===== src/rtl/pwm_seq_ctrl_if.sv =====
// rtl/pwm_seq_ctrl_if.sv - configuration handshake bundle for pwm_seq_ctrl
interface pwm_seq_ctrl_if #(
  parameter int W = 16
);
  logic         cfg_valid;
  logic         cfg_ready;
  logic [W-1:0] cfg_period;
  logic [W-1:0] cfg_duty;
  logic         cfg_duty_sel;

  modport master (
    output cfg_valid, cfg_period, cfg_duty, cfg_duty_sel,
    input  cfg_ready
  );

  modport slave (
    input  cfg_valid, cfg_period, cfg_duty, cfg_duty_sel,
    output cfg_ready
  );
endinterface


===== src/rtl/pwm_seq_ctrl.sv =====
// rtl/pwm_seq_ctrl.sv - sequencer for one pwm_core: start/stop, bursts, boundary-aligned config updates
module pwm_seq_ctrl #(
  parameter int W          = 16,
  parameter int ARM_CYCLES = 1
) (
  input  logic          clk,
  input  logic          rst,
  input  logic          start,
  input  logic          stop,
  pwm_seq_ctrl_if.slave cfg,
  input  logic [W-1:0]  burst_len,
  output logic [W-1:0]  period_reg,
  output logic [W-1:0]  duty_reg,
  output logic          duty_sel,
  output logic          pwm_core_EN,
  output logic          main_counter_EN,
  output logic          o_pwm_EN,
  output logic          period_tick,
  output logic          busy,
  output logic          done,
  output logic          cfg_err
);

  localparam int AW = (ARM_CYCLES < 2) ? 1 : $clog2(ARM_CYCLES + 1);

  typedef enum logic [1:0] {IDLE, ARM, RUN, DRAIN} state_t;

  state_t        state, state_n;
  logic [W-1:0]  cnt, burst_cnt, burst_lim;
  logic [W-1:0]  sh_period, sh_duty;
  logic          sh_sel, sh_valid;
  logic [AW-1:0] arm_cnt;
  logic          running, boundary, ready_c, hs, bad_cfg, burst_end, done_n, arm_last;
  logic [W-1:0]  duty_clamped;

  assign running      = (state == RUN) || (state == DRAIN);
  assign boundary     = running && (cnt == period_reg - W'(1));
  assign period_tick  = boundary;
  assign hs           = cfg.cfg_valid && ready_c;
  assign bad_cfg      = cfg.cfg_period < W'(2);
  assign duty_clamped = (cfg.cfg_duty > cfg.cfg_period) ? cfg.cfg_period : cfg.cfg_duty;
  assign burst_end    = (burst_lim != '0) && (burst_cnt + W'(1) == burst_lim);
  assign arm_last     = (arm_cnt == AW'(ARM_CYCLES - 1));
  assign cfg.cfg_ready = ready_c;

  always_ff @(posedge clk) begin
    if (!rst) state <= IDLE;
    else      state <= state_n;
  end

  always_comb begin
    state_n = state;
    ready_c = 1'b0;
    done_n  = 1'b0;
    case (state)
      IDLE: begin
        ready_c = 1'b1;
        if (start && !stop) state_n = ARM;
      end
      ARM: begin
        if (stop) begin
          state_n = IDLE;
          done_n  = 1'b1;
        end else if (arm_last) begin
          state_n = RUN;
        end
      end
      RUN: begin
        ready_c = !sh_valid;
        // burst completion takes priority over a stop on the same boundary
        if (boundary && burst_end) begin
          state_n = IDLE;
          done_n  = 1'b1;
        end else if (stop) begin
          state_n = DRAIN;
        end
      end
      DRAIN: begin
        if (boundary) begin
          state_n = IDLE;
          done_n  = 1'b1;
        end
      end
      default: state_n = IDLE;
    endcase
  end

  always_ff @(posedge clk) begin
    if (!rst) begin
      period_reg      <= W'(100);
      duty_reg        <= '0;
      duty_sel        <= 1'b0;
      pwm_core_EN     <= 1'b0;
      main_counter_EN <= 1'b0;
      o_pwm_EN        <= 1'b0;
      busy            <= 1'b0;
      done            <= 1'b0;
      cfg_err         <= 1'b0;
      cnt             <= '0;
      arm_cnt         <= '0;
      burst_cnt       <= '0;
      burst_lim       <= '0;
      sh_period       <= '0;
      sh_duty         <= '0;
      sh_sel          <= 1'b0;
      sh_valid        <= 1'b0;
    end else begin
      pwm_core_EN     <= (state_n != IDLE);
      main_counter_EN <= (state_n == RUN) || (state_n == DRAIN);
      o_pwm_EN        <= (state_n == RUN) || (state_n == DRAIN);
      busy            <= (state_n != IDLE);
      done            <= done_n;
      cfg_err         <= hs && bad_cfg;

      arm_cnt <= (state == ARM) ? arm_cnt + AW'(1) : '0;
      cnt     <= (running && !boundary) ? cnt + W'(1) : '0;

      if (state == IDLE && start && !stop) begin
        burst_lim <= burst_len;
        burst_cnt <= '0;
      end else if (boundary) begin
        burst_cnt <= burst_cnt + W'(1);
      end

      if (state == RUN && boundary && sh_valid) begin
        period_reg <= sh_period;
        duty_reg   <= sh_duty;
        duty_sel   <= sh_sel;
        sh_valid   <= 1'b0;
      end

      // shadow is only writable while empty, so this never collides with the copy above
      if (hs && !bad_cfg) begin
        if (state == IDLE) begin
          period_reg <= cfg.cfg_period;
          duty_reg   <= duty_clamped;
          duty_sel   <= cfg.cfg_duty_sel;
        end else begin
          sh_period <= cfg.cfg_period;
          sh_duty   <= duty_clamped;
          sh_sel    <= cfg.cfg_duty_sel;
          sh_valid  <= 1'b1;
        end
      end

      if (state_n == IDLE) sh_valid <= 1'b0;
    end
  end

endmodule


===== src/flat_wrapper.sv =====
// flat-port wrapper written by rule: the top's interface ports become plain ports
module pwm_seq_ctrl_flat 
#(
  parameter int W          = 16,
  parameter int ARM_CYCLES = 1
)
  (clk, rst, start, stop, burst_len, period_reg, duty_reg, duty_sel, pwm_core_EN, main_counter_EN, o_pwm_EN, period_tick, busy, done, cfg_err, cfg_cfg_valid, cfg_cfg_period, cfg_cfg_duty, cfg_cfg_duty_sel, cfg_cfg_ready);
  pwm_seq_ctrl_if #(.W(W)) cfg_i ();
  input  logic clk;
  input  logic rst;
  input  logic start;
  input  logic stop;
  input  logic [W-1:0] burst_len;
  output logic [W-1:0] period_reg;
  output logic [W-1:0] duty_reg;
  output logic duty_sel;
  output logic pwm_core_EN;
  output logic main_counter_EN;
  output logic o_pwm_EN;
  output logic period_tick;
  output logic busy;
  output logic done;
  output logic cfg_err;
  input wire logic [$bits(cfg_i.cfg_valid)-1:0] cfg_cfg_valid;
  input wire logic [$bits(cfg_i.cfg_period)-1:0] cfg_cfg_period;
  input wire logic [$bits(cfg_i.cfg_duty)-1:0] cfg_cfg_duty;
  input wire logic [$bits(cfg_i.cfg_duty_sel)-1:0] cfg_cfg_duty_sel;
  output wire logic [$bits(cfg_i.cfg_ready)-1:0] cfg_cfg_ready;
  assign cfg_i.cfg_valid = cfg_cfg_valid;
  assign cfg_i.cfg_period = cfg_cfg_period;
  assign cfg_i.cfg_duty = cfg_cfg_duty;
  assign cfg_i.cfg_duty_sel = cfg_cfg_duty_sel;
  assign cfg_cfg_ready = cfg_i.cfg_ready;
  pwm_seq_ctrl #(.W(W), .ARM_CYCLES(ARM_CYCLES)) u_core (.clk(clk), .rst(rst), .start(start), .stop(stop), .cfg(cfg_i), .burst_len(burst_len), .period_reg(period_reg), .duty_reg(duty_reg), .duty_sel(duty_sel), .pwm_core_EN(pwm_core_EN), .main_counter_EN(main_counter_EN), .o_pwm_EN(o_pwm_EN), .period_tick(period_tick), .busy(busy), .done(done), .cfg_err(cfg_err));
endmodule

===== config.mk =====
export PLATFORM = sky130hd
export DESIGN_NAME = pwm_seq_ctrl_flat
export DESIGN_NICKNAME = d
export VERILOG_FILES = /design/src/rtl/pwm_seq_ctrl_if.sv /design/src/rtl/pwm_seq_ctrl.sv /design/src/flat_wrapper.sv
export SDC_FILE = /design/constraint.sdc
export NUM_CORES = 1
export LEC_CHECK = 0
export BUFFER_PORTS_ARGS = -buffer_cell sky130_fd_sc_hd__buf_2
export CORE_ASPECT_RATIO = 1.25
export CORE_MARGIN = 4
export CORE_UTILIZATION = 25
export DETAILED_ROUTE_END_ITERATION = 6
export HOLD_SLACK_MARGIN = 0.06
export SLEW_MARGIN = 20
export SYNTH_ARGS = -nofsm -noshare
export SYNTH_HDL_FRONTEND = slang
export SYNTH_SLANG_ARGS = --single-unit

===== constraint.sdc =====
create_clock -name clk -period 5.5 [get_ports clk]
set_input_delay 0.55 -clock clk [delete_from_list [all_inputs] [get_ports clk]]
set_output_delay 0.55 -clock clk [all_outputs]
set_load 0.03 [all_outputs]

Word level (Yosys, flattened, before mapping). Index checks and enable logic that the tools add are counted.

Register bits: 122. Logic and storage cells: 83. Output and inout port bits: 41. Input bits: 54.

Equal/unequal tests: 7. Multiplexer cells: 25. Reduce and logical (&&, ||, !) cells: 27. Add/sub/neg operators: 4. $lt $le $gt $ge: 2. Bitwise logic cells: 2.

Operators by type and width (number): $mux 16 (7); $add 16x1->16 const B (2); $eq 16x16->1 (2); $gt 16x16->1 (1); $lt 16x2->1 const B (1); $reduce_bool 16->1 (1); $sub 16x1->16 const B (1); $logic_and 1x1->1 (12); $mux 2 (6); $mux 1 (9); $eq 2x2->1 const B (4); $pmux 2 s4 (1); $reduce_and 2->1 (3); $logic_not 1->1 (4); $logic_not 2->1 (2); $reduce_or 2->1 (2); $pmux 1 s3 (1); $eq 2x1->1 const B (1); $logic_or 1x1->1 (2); $not 1->1 (2); $pmux 1 s2 (1); $reduce_bool 2->1 (1); $add 1x1->1 const B (1).

Longest topological paths before layout. Gate-level depths: netlist of the first run.

Word-level depth: 8. Gate-level depth with buffers: 12.

Worst setup path before layout of the first run. OpenSTA, ideal clock, no wires.

Path type: register to output. Start: register u_core.period_reg[6]. End: output port period_tick. Slack: 2302 ps. Stages on the path, launching flop included: 7. Arrival time: 2648 ps. Cell sequence: dfxtp_1 -> buf_6 -> or4_4 -> or4_4 -> a2111oi_4 -> nand4b_1 -> nor2_1.

Word-level cells in the longest chain between the ends: 3.

RTL lines: from (decl) (RTL line pwm_seq_ctrl.sv:12) `output logic [W-1:0] period_reg,`; from (signal assigned) (RTL line pwm_seq_ctrl.sv:126) `period_reg <= sh_period;`; from (signal assigned) (RTL line pwm_seq_ctrl.sv:135) `period_reg <= cfg.cfg_period;`; $sub 16x1->16 (RTL line pwm_seq_ctrl.sv:37) `assign boundary = running && (cnt == period_reg - W'(1));`; $eq 16x16->1 (RTL line pwm_seq_ctrl.sv:37); $logic_and 1x1->1 (RTL line pwm_seq_ctrl.sv:37); to (decl) (RTL line flat_wrapper.sv:20) `output logic period_tick;`.

No other way between the ends.

Worst setup path after layout of the first run.
Start: register u_core.period_reg[0]. End: output port period_tick.

Same word-level chain as after synthesis.

==> results.md, run 1 <==
- Status: finished clean
- Final Instance Area: 8130 µm²
- Final setup fails: 0
- PD cells: 354 nW/µm²
- Maximum vdd ir drop: 0.000200 V
- Final slew viol count: 0
- Routing usage on met1: between 10% and 20%
- Post-Synthesis Cells: 812
- Sequential power share: 36.5%
- Switching pwr: 0.881 mW
- Cts hold-fix bufs: 0
- Setup TNS: 0 ns
- Detailed placement HPWL: about 14000 µm
- Crit path required time: 4.95 ns
- Crit Path Class: flop to output pin
- Clk sinks: 122
- Dpl cell area: ~7500 µm²
- Initial antenna violation count: 0
- DR pass1 iterations: 5
- Layout cells sized above 1: 17.8%
- Core footprint: 26700 µm²
- Worst skew pair latency: 0.42 ns
- Setup crit start: u_core.period_reg[0]
- Max Root-Sink Buffers: 2
- Post_cts resized: 0
- Setup bufs post-CTS: 0
- Mapped Nets: 885
- Worst setup EP type: output pin
- Final wirelength: 19300 µm
- Syn avg cell area: 8.31 µm²
- Via count: 6173
- Iteration-0 DRC Markers: 283
- GRT overflow: 0
- Synth top area share: 36.2%
- IO Pins: between 90 and 100
- Slew headroom: about 44%
- Filler Cell Count: 2809
- Initial Utilization: between 20% and 30%
- Min Tclk post-route: 3.83 ns
- Met2 capacity usage during global routing: 22.2%
- Pin count of the biggest net entering global routing: 50
- Area of the mapped netlist: 6750 µm²
- TritonCTS clock tree: built
- Number of global-route vias before repair: just under 6k
- Die span in y: 192 µm
- Gp weighted congestion: 0.875
- Leakage: about 3 nW
- Clk pwr share: a little over two fifths
- Root Driver: clkbuf_16
- Number of synthesized flops with an enable pin: 0
- Synthesis-stage register bit count: roughly 120
- RSZ-0062 raised after global routing: false
- Via-to-Cell Ratio: 4.99
- Async S/R FF share, synth: 0%
- Cell variety after synth: 67
- Die footprint: ~30000 µm²
- Slew at the pin closest to its max-slew limit: 0.836 ns
- Max Cap Viol: 0
- YS warnings: 0
- CTS clk-pin slew, worst paths: roughly 0.060 ns
- Worst Skew: 0.00880 ns
- DRC: 0
- Worst Hold Class: input port to flop
- Buffers added on ports: 94
- Internal power: 2.00 mW
- Min Hold Slack: 0.371 ns
- GRT Overall Usage: 13.1%
- TritonCTS buffer count: 17
- H-tree depth: 4
- Area leader, netlist: dfxtp_1
- Layout area overhead: 20.4%
- DR WL/cell: 15.6 µm
- First-pass GRT wire length: 31100 µm
- CP arrival: 3.28 ns
- FMAX: 261 MHz
- Combinational Power Share: 20.5%
- Crit start category: flop
- Area contributors post-synth: dfxtp_1 36%, a21oi_1 6.4%, nand2_1 5.3%
- HP Start: burst_len[4]
- Top_reg_cell synth: dfxtp_1
- Die Span X: 155 µm
- Nets: roughly 950
- GR Util met3: around 3.2%
- Switch share: 30.6%
- Cell Rows: 67
- Worst-path fanout max: 6
- Gr busiest metal: met2
- Final period utilization: 69.7%
- Reg2reg start: u_core.period_reg[0]
- Post-DRT Antenna Nets: 0
- Seq/Total Area, Yosys: a little over a third
- Final Hold Fails: 0
==> path summary, 6_finish.rpt <==
check,slack [ns],to,cells after the start
worst min-delay path,0.37,u_core.burst_lim[4],3
worst max-delay path,1.67,period_tick,9
worst min register to register,0.45,u_core.arm_cnt,1
worst max register to register,1.74,u_core.duty_reg[14],10
==> layout make-up <==
cell class / count / area (µm²) / area share [%]
Antenna cell: 1 / 2.50 / 0.0308
Clock buffer: 22 / 494 / 6.08
Sequential cell: 122 / 2440 / 30.0
Timing Repair Buffer: 102 / 531 / 6.53
Tap cell: 345 / 432 / 5.31
Clock inverter: 10 / 163 / 2.00
Inverter: 30 / 113 / 1.39
Multi-Input combinational cell: 605 / 3950 / 48.6
==> stage by stage <==
| stage | cells | util (%) | worst slack, ns | power (mW) |
|---|---|---|---|---|
| CTS | 1236 | 30.4 | 1.59 | 2.91 |
| global route | 1236 | 30.4 | 1.40 | 3.01 |
| finish | 1237 | 30.4 | 1.67 | 2.88 |
| global placement | 1204 | 27.9 | 1.79 | 1.65 |
| floorplan | 812 | - | 2.30 | 1.48 |
| detailed placement | 1204 | 27.9 | 1.72 | 1.66 |
==> synth_stat cells, drive strengths merged (3+ instances only) <==
library cell,instances
ha,19
and3,6
o211ai,3
or2,4
or4,10
o21a,23
clkbuf,46
a31oi,7
nor4b,6
nor4,17
o21ai,44
nand4b,3
mux2i,31
a21o,3
xor2,27
nand2b,7
buf,9
a21oi,86
nor3,16
nor2,36
or3,9
a2111oi,10
nand4,17
o41ai,3
o31ai,11
o22ai,3
xnor2,23
inv,30
dfxtp,122
nor2b,14
nand2,95
and4,5
a221oi,8
nand3,27
a311oi,4
==> placed cells by master, fill, tap and decap left out, types with 5 or more instances in the layout <==
cell type	count
ha_1	19
inv_1	29
dfxtp_1	122
a221oi_1	8
o31ai_1	10
or3_1	9
nand2_1	95
and3_1	6
o21ai_0	44
nand2b_1	7
nor2_1	36
a2111oi_2	8
clkbuf_8	5
nor3_1	16
o21a_1	23
xor2_1	27
buf_4	8
nor2b_1	14
buf_2	94
a21oi_1	86
clkbuf_16	17
nand4_1	16
xnor2_1	23
mux2i_1	31
nor4_1	17
nand3_1	27
a31oi_1	7
or4_1	8
==> critical path, cell delays in order (launching register included) <==
cell and delay (ns):
dfxtp_1 0.36, inv_1 0.08, ha_1 0.21, nor4b_2 0.50
nand2_1 0.13, o311ai_0 0.48, a2bb2oi_1 0.37, nand4b_1 0.27
nor2_1 0.22, buf_2 0.23
==> power groups by stage <==
stage | Clock (mW) | Combinational, mW | Sequential [mW]
after floorplan | 0 | 0.359 | 1.12
after global placement | 0 | 0.589 | 1.06
after detailed placement | 0 | 0.592 | 1.07
after CTS | 1.27 | 0.595 | 1.05
after global routing | 1.30 | 0.650 | 1.06
final | 1.24 | 0.589 | 1.05
==> kinds of logic after synthesis <==
family                     after synthesis  share of synthesized area (%)
and+or+nand+nor                        281                           21.8
muxes                                   31                           4.60
AOI/OAI and AO/OA                      224                           21.9
DFF                                    122                           36.2
adders and majority gates               19                           3.52
xor gates and xnor gates                50                           6.49
buffers and inverters                   85                           5.60
==> metal layers <==
metal	routed length, µm	share of wire, %
met5	0	0
met2	9720	50
met1	8540	44
met3	655	3.4
met4	421	2.2
Power figures use the tool's default switching activity.
==> run 2, diff against run 1 <==
- clock period: 5.5 -> 3.14 ns (I/O delays scaled with it)
==> run 2 against run 1 <==
Flip-flop and latch count unchanged. Wire length is 2.3% higher. Total power is 70% higher. Sequential power grew 72%. Combinational power increased by 99%.
==> results.md, run 2 (synthesis results as in run 1) <==
- Status: finished clean
- PD cells: between 500 and 600 nW/µm²
- Filler Cell Count: around 2.8k
- Storage cell area: approximately 2400 µm²
- Die span in y: 192 µm
- Worst-path fanout max: 4
- FMAX: approximately 320 MHz
- Top sig layer: met4
- Slew at the pin closest to its max-slew limit: 1.03 ns
- Cell Count, Final, Fillers Out: between 1k and 1.5k
- Worst Hold Class: input port to flop
- Die footprint: 29700 µm²
- GRT overflow: 0
- Critical-path cell list: or4_4, buf_6, or4bb_1, a21oi_2, o22a_2, nand4b_1, nor2_2, buf_6
- Worst skew pair latency: 0.43 ns
- Core footprint: around 27000 µm²
- Critical path buffer and inverter count: 2
- CP arrival: 2.77 ns
- Clk sinks: 122
- Min Tclk post-route: between 3 and 4 ns
- Antenna cells: 0
- IO Pins: 95
- Commonest cells after routing, fill and taps aside: 118 x dfxtp_1, 95 x nand2_1, 93 x buf_2, 84 x a21oi_1, 44 x o21ai_0
- Number of global-route vias before repair: 5976
- Die Span X: 155 µm
- Switch share: 32.7%
- Largest stage delay, worst path: 0.54 ns
- Dpl cell area: 7770 µm²
- Area taken by multi-input logic gates: about 4100 µm²
- Iteration-0 DRC Markers: about 340
- Layout area overhead: 27.2%
- Most common cell after layout, fill and taps aside: dfxtp_1
- Combinational Power Share: between 20% and 30%
- Crit path required time: 2.83 ns
- Gp weighted congestion: 0.893
- Initial antenna violation count: 0
- Leakage: about 3.3 nW
- TritonCTS buffer count: 17
- Buffers added on ports: 94
- GRT Overall Usage: 13.2%
- Cell Rows: between 60 and 70
- Final Instance Area: 8590 µm²
- Via count: 6396
- Family with the most delay on the worst path: simple AND/OR/NAND/NOR gates
- Internal power: 3.30 mW
- Design Power: just under 5 mW
- DR WL/cell: 15.5 µm
- TritonCTS clock tree: built
- Root Driver: clkbuf_16
- Via-to-Cell Ratio: 5.00
- Final period utilization: between 90 and 100%
- Layout cells sized above 1: 23.3%
- Detailed placement HPWL: 14300 µm
- Max Root-Sink Buffers: 2
- M1 wire length: 8590 µm
- Final Hold Fails: 0
- First-pass GRT wire length: 31600 µm
- Maximum vdd ir drop: 0.000333 V
- RSZ-0062 raised after global routing: true
- H-tree depth: 4
- Placed insts: around 1.2k
- Initial Utilization: 25.2%
- Hold path depth: 3
- Final setup fails: 0
- CTS clk-pin slew, worst paths: 0.06 ns
- Worst setup EP type: output pin
- Worst Skew: between 0.009 and 0.01 ns
- Metal2 WL: 9900 µm
- DR pass1 iterations: 4
- Crit start category: flop
- DR WL met3: between 700 and 800 µm
- Crit Path Class: flop to output pin
- CP most frequent cell: buf_6
- DRC: 0
- Post-DRT Antenna Nets: 0
- Pin count of the biggest net entering global routing: 41
- Final wirelength: between 15000 and 20000 µm
- Nets: between 900 and 1k
- Clk pwr share: 39.2%
- Min Hold Slack: around 0.13 ns
- Critical Path Slowest Stage Cell: or4_4
- Max Cap Viol: 0
- Slew headroom: a little under a third
- CP Depth: 8
- Final slew viol count: 0
- Sequential power share: 36.9%
- R2R cell count: 9
- Switching pwr: 1.60 mW
==> run 2: final timing paths <==
kind / start / endpoint / slack [ns]
max: u_core.period_reg[1] / period_tick / 0.05
min: burst_len[0] / u_core.burst_lim[0] / 0.13
max reg2reg: u_core.period_reg[5] / u_core.burst_cnt[10] / 0.07
min reg2reg: u_core.arm_cnt / u_core.arm_cnt / 0.44
==> run 2: routing by layer <==
layer  track usage (%)  vias to the layer above
met2              22.5                      137
met1              16.0                     3052
met4              5.50                        0
li1                  -                     3178
met3              2.86                       29
met5                 0                        -
==> run 2: area by class of cell <==
type	instances	area share (%)
Sequential cell	122	28.5
Multi-Input combinational cell	605	47.2
Tap cell	345	5.03
Clock buffer	21	5.48
Timing Repair Buffer	145	11.2
Inverter	30	1.31
Clock inverter	11	1.30
==> run 2: power by group through the flow <==
stage | clock [mW] | combinational [mW] | sequential [mW]
after floorplan | 0 | 0.629 | 1.96
after global placement | 0 | 1.13 | 1.83
after detailed placement | 0 | 1.14 | 1.84
after CTS | 1.96 | 1.17 | 1.81
after global routing | 2.03 | 1.29 | 1.83
final | 1.92 | 1.17 | 1.81
==> run 2: timing repair <==
item | 4_1_cts | 5_1_grt
setup buffers | 4 | 3
cloned | 0 | 2
hold buffers | 0 | 0
gates resized for setup | 15 | 11
endpoints found under the setup margin | 5 | 8
pin swaps | 6 | 5
==> run 2: worst reg2reg max path, delay by kind of cell (launching register included) <==
family,cells,cell delay [ns]
compound gates,3,0.72
buf+inv,2,0.32
flops,1,0.32
simple gates,4,1.64
==> run 2: through the flow <==
| stage | setup TNS (ns) | utilization [%] | setup WS [ns] |
|---|---|---|---|
| floorplan | 0 | - | 0.00890 |
| global placement | 0 | 29.1 | 0.0756 |
| detailed placement | -0.0265 | 29.1 | -0.0201 |
| CTS | -0.0225 | 31.6 | -0.0225 |
| global route | -0.117 | 32.1 | -0.0747 |
| finish | 0 | 32.1 | 0.0544 |
==> run 3, diff against run 2 <==
- PLACE_DENSITY: unset -> 0.5
- REMOVE_ABC_BUFFERS: unset -> 1
- SKIP_CTS_REPAIR_TIMING: unset -> 1
==> run 3 against run 2 <==
Hold slack got worse by 0.016 ns. First-iteration DRC count fell by 21%. Clock power is 11% higher. Non-clock buffer count is 2 lower. Critical path type unchanged. Critical endpoint unchanged.
==> results.md, run 3 (synthesis results as in run 1) <==
- Crit Path Class: flop to output pin
- Worst skew pair latency: approximately 0.43 ns
- Initial Utilization: 25.2%
- FMAX: 319 MHz
- Storage cell area: 2440 µm²
- Final Hold Fails: 0
- GRT overflow: 0
- Critical Path Slowest Stage Cell: or4_4
- Family with the most delay on the worst path: simple AND/OR/NAND/NOR gates
- Detailed placement HPWL: approximately 15000 µm
- Crit path required time: 2.83 ns
- Filler Cell Count: 2832
- Reg2reg start: u_core.period_reg[5]
- Slew at the pin closest to its max-slew limit: a little under 0.6 ns
- CP arrival: 2.82 ns
- Via-to-Cell Ratio: 4.95
- Clk sinks: 122
- RSZ-0062 raised after global routing: true
- Via count: 6321
- Pin count of the biggest net entering global routing: 50
- Cell Rows: 67
- Largest stage delay, worst path: between 0.5 and 0.6 ns
- Initial antenna violation count: 1
- TritonCTS clock tree: built
- Max Root-Sink Buffers: 2
- Iteration-0 DRC Markers: approximately 270
- Final Instance Area: between 8000 and 9000 µm²
- Final wirelength: 20700 µm
- Switch share: 31.5%
- Nets: 992
- Final slew viol count: 0
- PD cells: 599 nW/µm²
- HP Start: burst_len[4]
- Critical-path cell list: or4_4, buf_6, or4_4, a211oi_2, o22a_2, nand4b_1, nor2_2, buf_6
- DR WL/cell: 16.2 µm
- Status: finished clean
- Layout area overhead: 26.5%
- Die Span X: about 150 µm
- Leakage: 3.30 nW
- Min Hold Slack: between 0.1 and 0.15 ns
- Antenna cells: 0
- IO Pins: 95
- Setup crit start: u_core.period_reg[5]
- TritonCTS buffer count: 17
- Die span in y: 192 µm
- Worst setup EP type: output pin
- Clk pwr share: 41.8%
- Layout cells sized above 1: 22.6%
- Root Driver: clkbuf_16
- Worst Hold Class: input port to flop
- Number of global-route vias before repair: 6316
- H-tree depth: 4
- GRT Overall Usage: 14.2%
- Core footprint: about 27000 µm²
- Worst Skew: about 0.015 ns
- Final setup fails: 0
- Sequential power share: 35.4%
- First-pass GRT wire length: 33800 µm
- Maximum vdd ir drop: just over 0.0004 V
- Most common cell after layout, fill and taps aside: dfxtp_1
- Commonest cells after routing, fill and taps aside: 120 x dfxtp_1, 95 x nand2_1, 93 x buf_2, 85 x a21oi_1, 44 x o21ai_0
- Max Cap Viol: 0
- Dpl cell area: 7780 µm²
- Buffers added on ports: 94
- Post-DRT Antenna Nets: 0
- Slew headroom: 60.1%
- CTS clk-pin slew, worst paths: 0.06 ns
- DR pass1 iterations: 4
- Crit start category: flop
- Combinational Power Share: roughly 23%
- Min Tclk post-route: 3.14 ns
- Final period utilization: 100%
- Critical path buffer and inverter count: 2
- Gp weighted congestion: 0.835
- Area taken by multi-input logic gates: 4010 µm²
- DRC: 0
- Worst-path fanout max: 4
- Internal power: 3.51 mW
- Die footprint: 29700 µm²
- Switching pwr: 1.61 mW
[run 3: area by class of cell]
cell class	instances	share of cell area (%)
Clock inverter	13	2.24
Sequential cell	122	28.6
Tap cell	345	5.05
Inverter	30	1.32
Timing Repair Buffer	143	10.5
Clock buffer	19	5.30
Multi-Input combinational cell	605	47.0
[run 3: worst paths after layout]
path / cells after the start / slack [ns] / end
setup / recovery: 8 / 0.001 / period_tick
hold / removal: 3 / 0.11 / u_core.burst_lim[4]
hold reg to reg: 1 / 0.45 / u_core.arm_cnt
setup reg to reg: 8 / 0.15 / u_core.duty_reg[7]
[run 3: power by group through the flow]
| stage | clock network [mW] | logic [mW] | registers, mW |
|---|---|---|---|
| after floorplan | 0 | 0.562 | 1.99 |
| after global routing | 2.25 | 1.29 | 1.83 |
| after global placement | 0 | 1.15 | 1.84 |
| after CTS | 2.19 | 1.16 | 1.81 |
| final | 2.14 | 1.17 | 1.81 |
| after detailed placement | 0 | 1.15 | 1.84 |
[run 3: worst min-delay path, delay by kind of cell]
family                 cells  cell delay (ns)
buffers and inverters      1             0.09
AOI/OAI and AO/OA          1             0.05
and+or+nand+nor            1             0.04
[run 3: metrics by stage]
step / util, % / setup slack, ns / cells / setup TNS, ns / power [mW]
global route: 31.9 / -0.0933 / 1277 / -0.0933 / 5.37
floorplan: - / -1.14 / 757 / -42.23 / 2.55
CTS: 31.5 / -0.290 / 1273 / -0.298 / 5.15
detailed placement: 29.1 / 0.0542 / 1241 / 0 / 2.99
global placement: 29.1 / 0.108 / 1241 / 0 / 2.99
finish: 31.9 / 0.00130 / 1277 / 0 / 5.11
[run 3: layer usage]
metal	share of wire, %	global-route usage, %	routed length (µm)
met1	43	16.6	8860
met2	51	25.1	10600
met4	2.2	5.47	459
met3	3.6	3.25	748
met5	0.058	0	12
